==> config.mk <==
export PLATFORM = sky130hd
export DESIGN_NAME = cska_sub_seq_flat
export DESIGN_NICKNAME = d
export VERILOG_FILES = /design/src/rtl/cska_sub_seq_pkg.sv /design/src/rtl/cska_sub_seq_if.sv /design/src/rtl/cska_sub_seq_skip_block8.sv /design/src/rtl/cska_sub_seq.sv /design/src/flat_wrapper.sv
export SDC_FILE = /design/constraint.sdc
export NUM_CORES = 1
export LEC_CHECK = 0
export CORE_ASPECT_RATIO = 1.5
export CORE_UTILIZATION = 50
export DETAILED_ROUTE_END_ITERATION = 8
export PLACE_DENSITY = 0.78
export SYNTH_ARGS = -nofsm -noshare
export SYNTH_HDL_FRONTEND = slang
export SYNTH_SLANG_ARGS = --single-unit
==> constraint.sdc <==
create_clock -name clk -period 13.67 [get_ports clk]
set_input_delay 1.367 -clock clk [delete_from_list [all_inputs] [get_ports clk]]
set_output_delay 1.367 -clock clk [all_outputs]
set_load 0.01 [all_outputs]
==> src/rtl/cska_sub_seq_pkg.sv <==
// Shared types and defaults for the sequential carry-skip subtractor.
package cska_sub_seq_pkg;
  localparam int WIDTH_DEF = 32;
  localparam int BLK_DEF   = 8;

  typedef enum logic [1:0] {IDLE, RUN, DONE} state_e;
endpackage

==> src/rtl/cska_sub_seq_if.sv <==
// Producer/consumer handshake bundle for cska_sub_seq.
interface cska_sub_seq_if #(
  parameter int WIDTH = 32,
  parameter int BLK   = 8
);
  localparam int NBLK = WIDTH / BLK;

  logic             in_valid;
  logic             in_ready;
  logic [WIDTH-1:0] a;
  logic [WIDTH-1:0] b;
  logic             bin;
  logic             out_valid;
  logic             out_ready;
  logic [WIDTH-1:0] diff;
  logic             bout;
  logic             ovf;
  logic [NBLK-1:0]  skip_mask;

  modport master (
    output in_valid, a, b, bin, out_ready,
    input  in_ready, out_valid, diff, bout, ovf, skip_mask
  );

  modport slave (
    input  in_valid, a, b, bin, out_ready,
    output in_ready, out_valid, diff, bout, ovf, skip_mask
  );
endinterface

==> src/rtl/cska_sub_seq_skip_block8.sv <==
// One combinational carry-skip block: ripple adder with a propagate-AND bypass.
module skip_block8 #(
  parameter int BLK = 8
) (
  input  logic [BLK-1:0] x_i,
  input  logic [BLK-1:0] y_i,
  input  logic           cin_i,
  output logic [BLK-1:0] s_o,
  output logic           cout_o,
  output logic           skip_o
);
  logic [BLK-1:0] p;
  logic [BLK:0]   c;

  assign p    = x_i ^ y_i;
  assign c[0] = cin_i;

  for (genvar j = 0; j < BLK; j++) begin : g_fa
    assign c[j+1] = (x_i[j] & y_i[j]) | (c[j] & p[j]);
  end

  assign s_o    = p ^ c[BLK-1:0];
  // Full propagate means cout equals cin; take it directly, bypassing the chain.
  assign skip_o = &p;
  assign cout_o = skip_o ? cin_i : c[BLK];
endmodule

==> src/rtl/cska_sub_seq.sv <==
// Multi-cycle a - b - bin, one carry-skip block per clock, LSB block first.
module cska_sub_seq
  import cska_sub_seq_pkg::*;
#(
  parameter int WIDTH = WIDTH_DEF,
  parameter int BLK   = BLK_DEF
) (
  input  logic          clk,
  input  logic          rst_n,
  cska_sub_seq_if.slave bus
);
  localparam int NBLK = WIDTH / BLK;
  localparam int IDXW = (NBLK > 1) ? $clog2(NBLK) : 1;

  state_e            state_q, state_d;
  logic [WIDTH-1:0]  a_q, nb_q, diff_q;
  logic              carry_q, bout_q, ovf_q;
  logic [IDXW-1:0]   idx_q;
  logic [NBLK-1:0]   skip_q;
  logic [BLK-1:0]    blk_x, blk_y, blk_s;
  logic              blk_cout, blk_skip;
  logic              accept, last;

  assign accept = bus.in_valid && (state_q == IDLE);
  assign last   = (idx_q == IDXW'(NBLK - 1));
  assign blk_x  = a_q[int'(idx_q)*BLK +: BLK];
  assign blk_y  = nb_q[int'(idx_q)*BLK +: BLK];

  skip_block8 #(.BLK(BLK)) u_blk (
    .x_i    (blk_x),
    .y_i    (blk_y),
    .cin_i  (carry_q),
    .s_o    (blk_s),
    .cout_o (blk_cout),
    .skip_o (blk_skip)
  );

  always_ff @(posedge clk or negedge rst_n) begin
    if (!rst_n) state_q <= IDLE;
    else        state_q <= state_d;
  end

  always_comb begin
    state_d = state_q;
    case (state_q)
      IDLE:    if (bus.in_valid) state_d = RUN;
      RUN:     if (last)         state_d = DONE;
      DONE:    if (bus.out_ready) state_d = IDLE;
      default: state_d = IDLE;
    endcase
  end

  always_comb begin
    bus.in_ready  = (state_q == IDLE);
    bus.out_valid = (state_q == DONE);
  end

  // Subtraction as a + ~b + ~bin: operands are stored pre-inverted.
  always_ff @(posedge clk or negedge rst_n) begin
    if (!rst_n) begin
      a_q     <= '0;
      nb_q    <= '0;
      diff_q  <= '0;
      carry_q <= 1'b0;
      bout_q  <= 1'b0;
      ovf_q   <= 1'b0;
      idx_q   <= '0;
      skip_q  <= '0;
    end else if (accept) begin
      a_q     <= bus.a;
      nb_q    <= ~bus.b;
      carry_q <= ~bus.bin;
      diff_q  <= '0;
      bout_q  <= 1'b0;
      ovf_q   <= 1'b0;
      idx_q   <= '0;
      skip_q  <= '0;
    end else if (state_q == RUN) begin
      diff_q[int'(idx_q)*BLK +: BLK] <= blk_s;
      skip_q[idx_q]                  <= blk_skip;
      carry_q                        <= blk_cout;
      if (last) begin
        idx_q  <= '0;
        bout_q <= ~blk_cout;
        ovf_q  <= (a_q[WIDTH-1] == nb_q[WIDTH-1]) && (blk_s[BLK-1] != a_q[WIDTH-1]);
      end else begin
        idx_q  <= idx_q + IDXW'(1);
      end
    end
  end

  assign bus.diff      = diff_q;
  assign bus.bout      = bout_q;
  assign bus.ovf       = ovf_q;
  assign bus.skip_mask = skip_q;
endmodule

==> src/flat_wrapper.sv <==
// flat-port wrapper written by rule: the top's interface ports become plain ports
module cska_sub_seq_flat import cska_sub_seq_pkg::*;
#(
  parameter int WIDTH = WIDTH_DEF,
  parameter int BLK   = BLK_DEF
)
  (clk, rst_n, bus_in_valid, bus_a, bus_b, bus_bin, bus_out_ready, bus_in_ready, bus_out_valid, bus_diff, bus_bout, bus_ovf, bus_skip_mask);
  cska_sub_seq_if #(.WIDTH(WIDTH), .BLK(BLK)) bus_i ();
  input  logic clk;
  input  logic rst_n;
  input wire logic [$bits(bus_i.in_valid)-1:0] bus_in_valid;
  input wire logic [$bits(bus_i.a)-1:0] bus_a;
  input wire logic [$bits(bus_i.b)-1:0] bus_b;
  input wire logic [$bits(bus_i.bin)-1:0] bus_bin;
  input wire logic [$bits(bus_i.out_ready)-1:0] bus_out_ready;
  output wire logic [$bits(bus_i.in_ready)-1:0] bus_in_ready;
  output wire logic [$bits(bus_i.out_valid)-1:0] bus_out_valid;
  output wire logic [$bits(bus_i.diff)-1:0] bus_diff;
  output wire logic [$bits(bus_i.bout)-1:0] bus_bout;
  output wire logic [$bits(bus_i.ovf)-1:0] bus_ovf;
  output wire logic [$bits(bus_i.skip_mask)-1:0] bus_skip_mask;
  assign bus_i.in_valid = bus_in_valid;
  assign bus_i.a = bus_a;
  assign bus_i.b = bus_b;
  assign bus_i.bin = bus_bin;
  assign bus_i.out_ready = bus_out_ready;
  assign bus_in_ready = bus_i.in_ready;
  assign bus_out_valid = bus_i.out_valid;
  assign bus_diff = bus_i.diff;
  assign bus_bout = bus_i.bout;
  assign bus_ovf = bus_i.ovf;
  assign bus_skip_mask = bus_i.skip_mask;
  cska_sub_seq #(.WIDTH(WIDTH), .BLK(BLK)) u_core (.clk(clk), .rst_n(rst_n), .bus(bus_i));
endmodule
# Yosys cells after proc, flatten, opt, wreduce, memory -nomap -nowiden
# Index checks and enable logic that the tools add are counted.
[word_totals] reg_bits=107 input_bits=69
[op_classes] addsub=2 magnitude_cmp=2 eq_ne=8 shifts=4 mux=24 bitwise=29 n_reduce_logical=9
[op_table] op="32-bit two-way mux" count=2
[op_table] op="32-bit by 6-bit variable part select with 8-bit output" count=2
[op_table] op="5-bit negation with 33-bit output" count=1
[op_table] op="8-bit by 33-bit variable shift with 32-bit output (first input constant)" count=1
[op_table] op="8-bit by 33-bit variable part select with 32-bit output" count=1
[op_table] op="32-bit bitwise mux" count=1
[op_table] op="32-bit inverter" count=1
[op_table] op="1-bit bitwise AND" count=16
[op_table] op="8-bit bitwise XOR" count=2
[op_table] op="2-bit two-way mux" count=6
[op_table] op="1-bit two-way mux" count=10
[op_table] op="4-bit two-way mux" count=2
[op_table] op="1-bit bitwise OR" count=8
[op_table] op="8-bit AND reduction" count=1
[op_table] op="2-bit one-hot mux with 3 select lines" count=1
[op_table] op="4-bit bitwise mux" count=1
[op_table] op="2-bit == test (second input constant)" count=2
[op_table] op="2-bit != test (second input constant)" count=2
[op_table] op="2-bit nonzero test" count=2
[op_table] op="1-bit logical AND" count=3
[op_table] op="2-bit by 3-bit less-than comparator with 1-bit output (second input constant)" count=1
[op_table] op="3-bit AND reduction" count=1
[op_table] op="2-bit by 1-bit adder with 2-bit output (second input constant)" count=1
[op_table] op="1-bit demux with 2-bit select" count=1
[op_table] op="other kinds (8)" count=9

# Longest topological paths before layout
[depth] depth_word=23 ltp_mapped=17

# Cells and area by module
# Synthesis repeated with hierarchy kept, for this count alone.
[unflattened] hier_cells=425 area_unflattened_um2=4941.0
[modules_own_cells] mod="cska_sub_seq" n_inst=1 cells_per_inst=395 area_each_um2=4614.4 seq_area_each_um2=2677.6
[modules_own_cells] mod="skip_block8" n_inst=1 cells_per_inst=30 area_each_um2=326.6 seq_area_each_um2=0.0

# Worst setup path before layout
# No wires, ideal clock.
[synth_path] kind="reg-to-reg" start="register u_core.idx_q[0]" end="register u_core.ovf_q, in the netlist u_core.bus.ovf" setup_ns=0.121 arrival_ns=4.383 path_slack_ns=9.166 path_stages_with_launch=18 period_less_slack_ns=4.504 path_cell_list="dfrtp_1 buf_4 mux4_2 inv_1 fa_1 fa_1 fa_1 fa_1 fa_1 inv_1 fa_1 inv_1 fa_1 inv_1 fa_1 nand2b_1 o22ai_1 a22o_1"
[synth_between] elab_chain_cells=22
[synth_rtl] element="start: declaration" line="cska_sub_seq.sv:18" source="logic [IDXW-1:0] idx_q;"
[synth_rtl] element="start signal: assignment" line="cska_sub_seq.sv:87" source="idx_q <= idx_q + IDXW'(1);"
[synth_rtl] element="32-bit by 6-bit variable part select with 8-bit output, on equally long branches" line="cska_sub_seq.sv:26, cska_sub_seq.sv:27"
[synth_rtl] element="8-bit bitwise XOR" line="cska_sub_seq_skip_block8.sv:15" source="assign p = x_i ^ y_i;"
[synth_rtl] element="1-bit bitwise AND" line="cska_sub_seq_skip_block8.sv:19" source="assign c[j+1] = (x_i[j] & y_i[j]) | (c[j] & p[j]);"
[synth_rtl] element="1-bit bitwise OR" line="cska_sub_seq_skip_block8.sv:19"
[synth_rtl] element="1-bit bitwise AND" line="cska_sub_seq_skip_block8.sv:19"
[synth_rtl] element="1-bit bitwise OR" line="cska_sub_seq_skip_block8.sv:19"
[synth_rtl] element="1-bit bitwise AND" line="cska_sub_seq_skip_block8.sv:19"
[synth_rtl] element="1-bit bitwise OR" line="cska_sub_seq_skip_block8.sv:19"
[synth_rtl] element="[6 not listed]"
[synth_rtl] element="1-bit bitwise AND" line="cska_sub_seq_skip_block8.sv:19"
[synth_rtl] element="1-bit bitwise OR" line="cska_sub_seq_skip_block8.sv:19"
[synth_rtl] element="8-bit bitwise XOR" line="cska_sub_seq_skip_block8.sv:22" source="assign s_o = p ^ c[BLK-1:0];"
[synth_rtl] element="1-bit != test" line="cska_sub_seq.sv:85" source="ovf_q <= (a_q[WIDTH-1] == nb_q[WIDTH-1]) && (blk_s[BLK-1] != a_q[WIDTH-1]);"
[synth_rtl] element="1-bit logical AND" line="cska_sub_seq.sv:85"
[synth_rtl] element="1-bit two-way mux" line="cska_sub_seq.sv:82" source="if (last) begin"
[synth_rtl] element="1-bit two-way mux" line="cska_sub_seq.sv:78" source="end else if (state_q == RUN) begin"
[synth_rtl] element="1-bit two-way mux" line="cska_sub_seq.sv:69" source="end else if (accept) begin"
[synth_rtl] element="end signal: assignment" line="cska_sub_seq.sv:85"
[synth_rtl] element="end: declaration" line="cska_sub_seq.sv:17" source="logic carry_q, bout_q, ovf_q;"
# Parallel ways exist; a longest one is shown, timed or not. The select of a mux whose other input is x is not followed.
# A chain may end at the register's enable or synchronous reset.

# Worst setup path after layout
[layout_path] start="register u_core.idx_q[1]" end="register u_core.ovf_q, in the netlist u_core.bus.ovf"
# Same word-level chain as after synthesis.

==> flow_results.org <==
** Cells and area
- Nets@finish :: 628
- Share of layout cells above drive strength 1 :: 7.537%
- Cells fill approximately two thirds of the core in the end.
- Compared with the post-synthesis result, the final layout area differs by 28.76%.
- The number of antenna diodes in the final layout is 0.

** STA
- The total count of max-transition violations in the final report came to 0.
- Subtracting the final worst setup slack from the clock period gives about 5 ns.
- Final Cycle Share :: between 30% and 40%
- Worst Tran Pin Value :: 1.031 ns
- Hold Fails Final Rpt :: 0
- Total negative slack for setup checks :: 0 ns
- Setup clock skew after layout :: 0.009373 ns
- Max-slew headroom :: 31.25%
- In the post-route analysis, the smallest setup slack over all paths is 8.596 ns.
- Setup violations remaining at the end of the flow were counted as 0.
- Fmax :: 0.1971 GHz
- Setup repair after global routing left no endpoint under its margin.

** Global routing
- The total overflow left after global routing is 0.
- Across every metal layer, demand over resource in global routing totals 24.00%.
- The via count of the first global-routing pass came to around 3600.
- The first global-routing pass estimated about 19 mm of wire.
- The number of antenna violations at the first check in global routing came to 0.
- Entering global routing, the biggest net connects 99 pins.

** CTS
- CTS Root Cell :: sky130_fd_sc_hd__clkbuf_16
- The number of gates resized after CTS was 0.
- CTS Buf Count :: 9
- CTS Buffer Depth :: 2
- Counting every sink on the clock net gives between 100 and 150.
- The clock reaches the later pin of the worst-skew pair after 0.35 ns.
- In this run the number of H-tree levels came out at 3.
- In this run, post-CTS hold repair placed 0 buffers.
- The number of setup buffers added after CTS is 0.
- TritonCTS clock tree :: yes
- Clock-pin slew was measured on the worst setup and hold paths at approximately 0.07 ns.

** Power
- Pwr/cell area :: 258.4 nW/um^2
- Static Leakage :: 0.002932 uW
- Peak VDD IR :: 0.1533 mV

** Synthesis
- In this run the cell area of the synthesized design comes to 4921 um^2.
- Dominant synthesized flop cell :: sky130_fd_sc_hd__dfrtp_1
- The Yosys step of the flow raised 0 warnings.
- Count of different cell masters after synthesis :: 34
- A synthesized cell averages about 11 um^2.
- Counting flops with a built-in enable in the synthesized netlist gives 0.
- Synthesis produced around 440 cells.
- Of the synthesized area, sequential elements account for ~54%.
- Net count after synthesis :: roughly 530
- Proportion of synthesized flip-flops having asynchronous set or reset :: 100.0%
- After synthesis the netlist holds a flip-flop and latch count of 107.

** Worst hold path
- Worst min-delay path class :: reg2reg

** Placed design
- Detailed placement finished with a half-perimeter wire length of approximately 8.4 mm.
- Weighted congestion at the end of routability-driven global placement :: 0.8588
- During placement, the flow inserted port buffers numbering 108.
- Worst slack at placement :: around 8.6 ns

** Drt
- Summing over every cut layer, the via total after detailed routing is 3640.
- The count of nets left with antenna violations once routing finished came out at 0.
- Number of iterations in the first detailed-routing pass :: 6
- Wire length per cell :: 17.21 um
- After the first detailed-routing iteration, the DRC count stood at 184.
- In the routed design, unresolved DRC markers number 0.
- Summed over all layers, the routed wires come to ~11 mm.
- Average vias per placed instance :: about 5.5

** Floorplanning
- Ports placed on the boundary :: 109
- From left edge to right edge, the die measures between 80 and 90 um.
- In this run the core area contains 44 standard-cell rows.
- Effective utilization at floorplan :: 51.08%
- Core area :: ~9600 um^2
- Vertical die dimension :: 123.5 um
- Floorplan die area :: 10250 um^2

** Critical path
- The worst setup path is launched from a flip-flop.
- Category of the worst setup path capture point :: flip-flop
- STA puts the critical path data required time at 13.91 ns.
- Along the worst path, the maximum fanout reaches 19.
- Type of the worst setup path :: reg2reg
- Endpoint arrival time on the critical path :: 5.31 ns

** Run status
- Status :: finished, final reports clean

** Job
- Max-cap violations in this run came to 0.
-- routing by layer --
| layer | vias up | wire length, um | part of all wire, % | GRT usage, % |
|---|---|---|---|---|
| met5 | - | 0 | 0 | 0 |
| met4 | 0 | 274 | 2.4 | 11.10 |
| met3 | 18 | 490 | 4.3 | 4.139 |
| met2 | 134 | 6270 | 55 | 42.88 |
| met1 | 1781 | 4306 | 38 | 28.40 |
| li1 | 1707 | - | - | - |
-- cells in the final DEF (no fill, tap or decap), types with 4 or more instances in the layout --
master and count:
sky130_fd_sc_hd__dfrtp_1 107, sky130_fd_sc_hd__o2bb2ai_1 8, sky130_fd_sc_hd__buf_4 4, sky130_fd_sc_hd__inv_1 27, sky130_fd_sc_hd__nand2_1 133, sky130_fd_sc_hd__o21ai_1 33, sky130_fd_sc_hd__ha_1 12, sky130_fd_sc_hd__a22o_1 10
sky130_fd_sc_hd__fa_1 8, sky130_fd_sc_hd__clkbuf_16 9, sky130_fd_sc_hd__a32oi_1 8, sky130_fd_sc_hd__nor2_1 11, sky130_fd_sc_hd__a32o_1 11, sky130_fd_sc_hd__mux4_2 16, sky130_fd_sc_hd__clkdlybuf4s50_1 107
-- metrics by stage --
step	hold WS (ns)	cell area, um^2	instances	power [uW]
5_1_grt	0.4942	6336	659	1759
4_1_cts	0.4753	6336	659	1640
3_5_place_dp	0.4600	6007	643	1354
2_1_floorplan	0.4397	4921	444	1063
3_3_place_gp	0.4561	6007	643	1313
6_report	0.4708	6336	659	1637
-- state kept, by name, summed over array words and instances, names as in the netlist --
register,cells
u_core.a_q,32
u_core.bus.bout,1
u_core.bus.diff,32
u_core.bus.ovf,1
u_core.bus.skip_mask,4
u_core.carry_q,1
u_core.idx_q,2
u_core.nb_q,32
u_core.state_q,2
-- synth_stat cells (6+ instances only) --
cell | n | share of area [%]
sky130_fd_sc_hd__mux4_2 | 16 | 7.3
sky130_fd_sc_hd__fa_1 | 8 | 3.3
sky130_fd_sc_hd__clkbuf_1 | 6 | 0.46
sky130_fd_sc_hd__a22o_1 | 10 | 1.8
sky130_fd_sc_hd__nor2_1 | 11 | 0.84
sky130_fd_sc_hd__a32oi_1 | 8 | 1.4
sky130_fd_sc_hd__nand2_1 | 133 | 10
sky130_fd_sc_hd__ha_1 | 12 | 3.1
sky130_fd_sc_hd__inv_1 | 27 | 2.1
sky130_fd_sc_hd__o21ai_1 | 33 | 3.4
sky130_fd_sc_hd__a32o_1 | 11 | 2.2
sky130_fd_sc_hd__dfrtp_1 | 107 | 54
sky130_fd_sc_hd__o2bb2ai_1 | 8 | 1.4
sky130_fd_sc_hd__buf_2 | 15 | 1.5
-- cells by family after synthesis --
group           after synthesis  share of synthesized area, %
buf+inv                      54                         5.339
fa+ha+maj                    20                         6.305
flops                       107                         54.41
simple gates                166                         14.90
mux                          16                         7.323
compound gates               81                         11.72
-- worst max-delay path, cell delays in order (launching register included) --
cell and delay [ns]:
sky130_fd_sc_hd__dfrtp_1 0.87, sky130_fd_sc_hd__mux4_2 0.37, sky130_fd_sc_hd__inv_1 0.06, sky130_fd_sc_hd__fa_1 0.41, sky130_fd_sc_hd__fa_1 0.39, sky130_fd_sc_hd__fa_1 0.40
sky130_fd_sc_hd__fa_1 0.40, sky130_fd_sc_hd__fa_1 0.39, sky130_fd_sc_hd__inv_1 0.09, sky130_fd_sc_hd__fa_1 0.17, sky130_fd_sc_hd__inv_1 0.05, sky130_fd_sc_hd__fa_1 0.36
sky130_fd_sc_hd__inv_1 0.08, sky130_fd_sc_hd__fa_1 0.52, sky130_fd_sc_hd__nand2b_1 0.12, sky130_fd_sc_hd__o22ai_1 0.08, sky130_fd_sc_hd__a22o_1 0.19
-- layout make-up --
cell class | instances | area [um^2]
Multi-Input combinational cell | 283 | 1983
Clock buffer | 12 | 256.5
Clock inverter | 4 | 72.57
Sequential cell | 107 | 2678
Tap cell | 115 | 143.9
Fill cell | 723 | 3298
Inverter | 27 | 101.3
Timing Repair Buffer | 111 | 1101
-- power breakdown --
part | internal (uW) | total [uW] | switching, uW
Clock | 170 | 281 | 110
Combinational | 342 | 824 | 482
Sequential | 441 | 533 | 91.5
-- worst paths after layout --
| kind | slack [ns] | from | cells after the start | endpoint |
|---|---|---|---|---|
| setup / recovery | 8.60 | u_core.idx_q[1] | 16 | u_core.bus.ovf |
| hold / removal | 0.47 | u_core.a_q[26] | 2 | u_core.a_q[26] |
| setup reg to reg | 8.60 | u_core.idx_q[1] | 16 | u_core.bus.ovf |
| hold reg to reg | 0.47 | u_core.a_q[26] | 2 | u_core.a_q[26] |
| max in group asynchronous | 11.50 | rst_n | 2 | u_core.nb_q[14] |
| min in group asynchronous | 1.01 | rst_n | 1 | u_core.a_q[29] |
(Power assumes the default switching activity.)
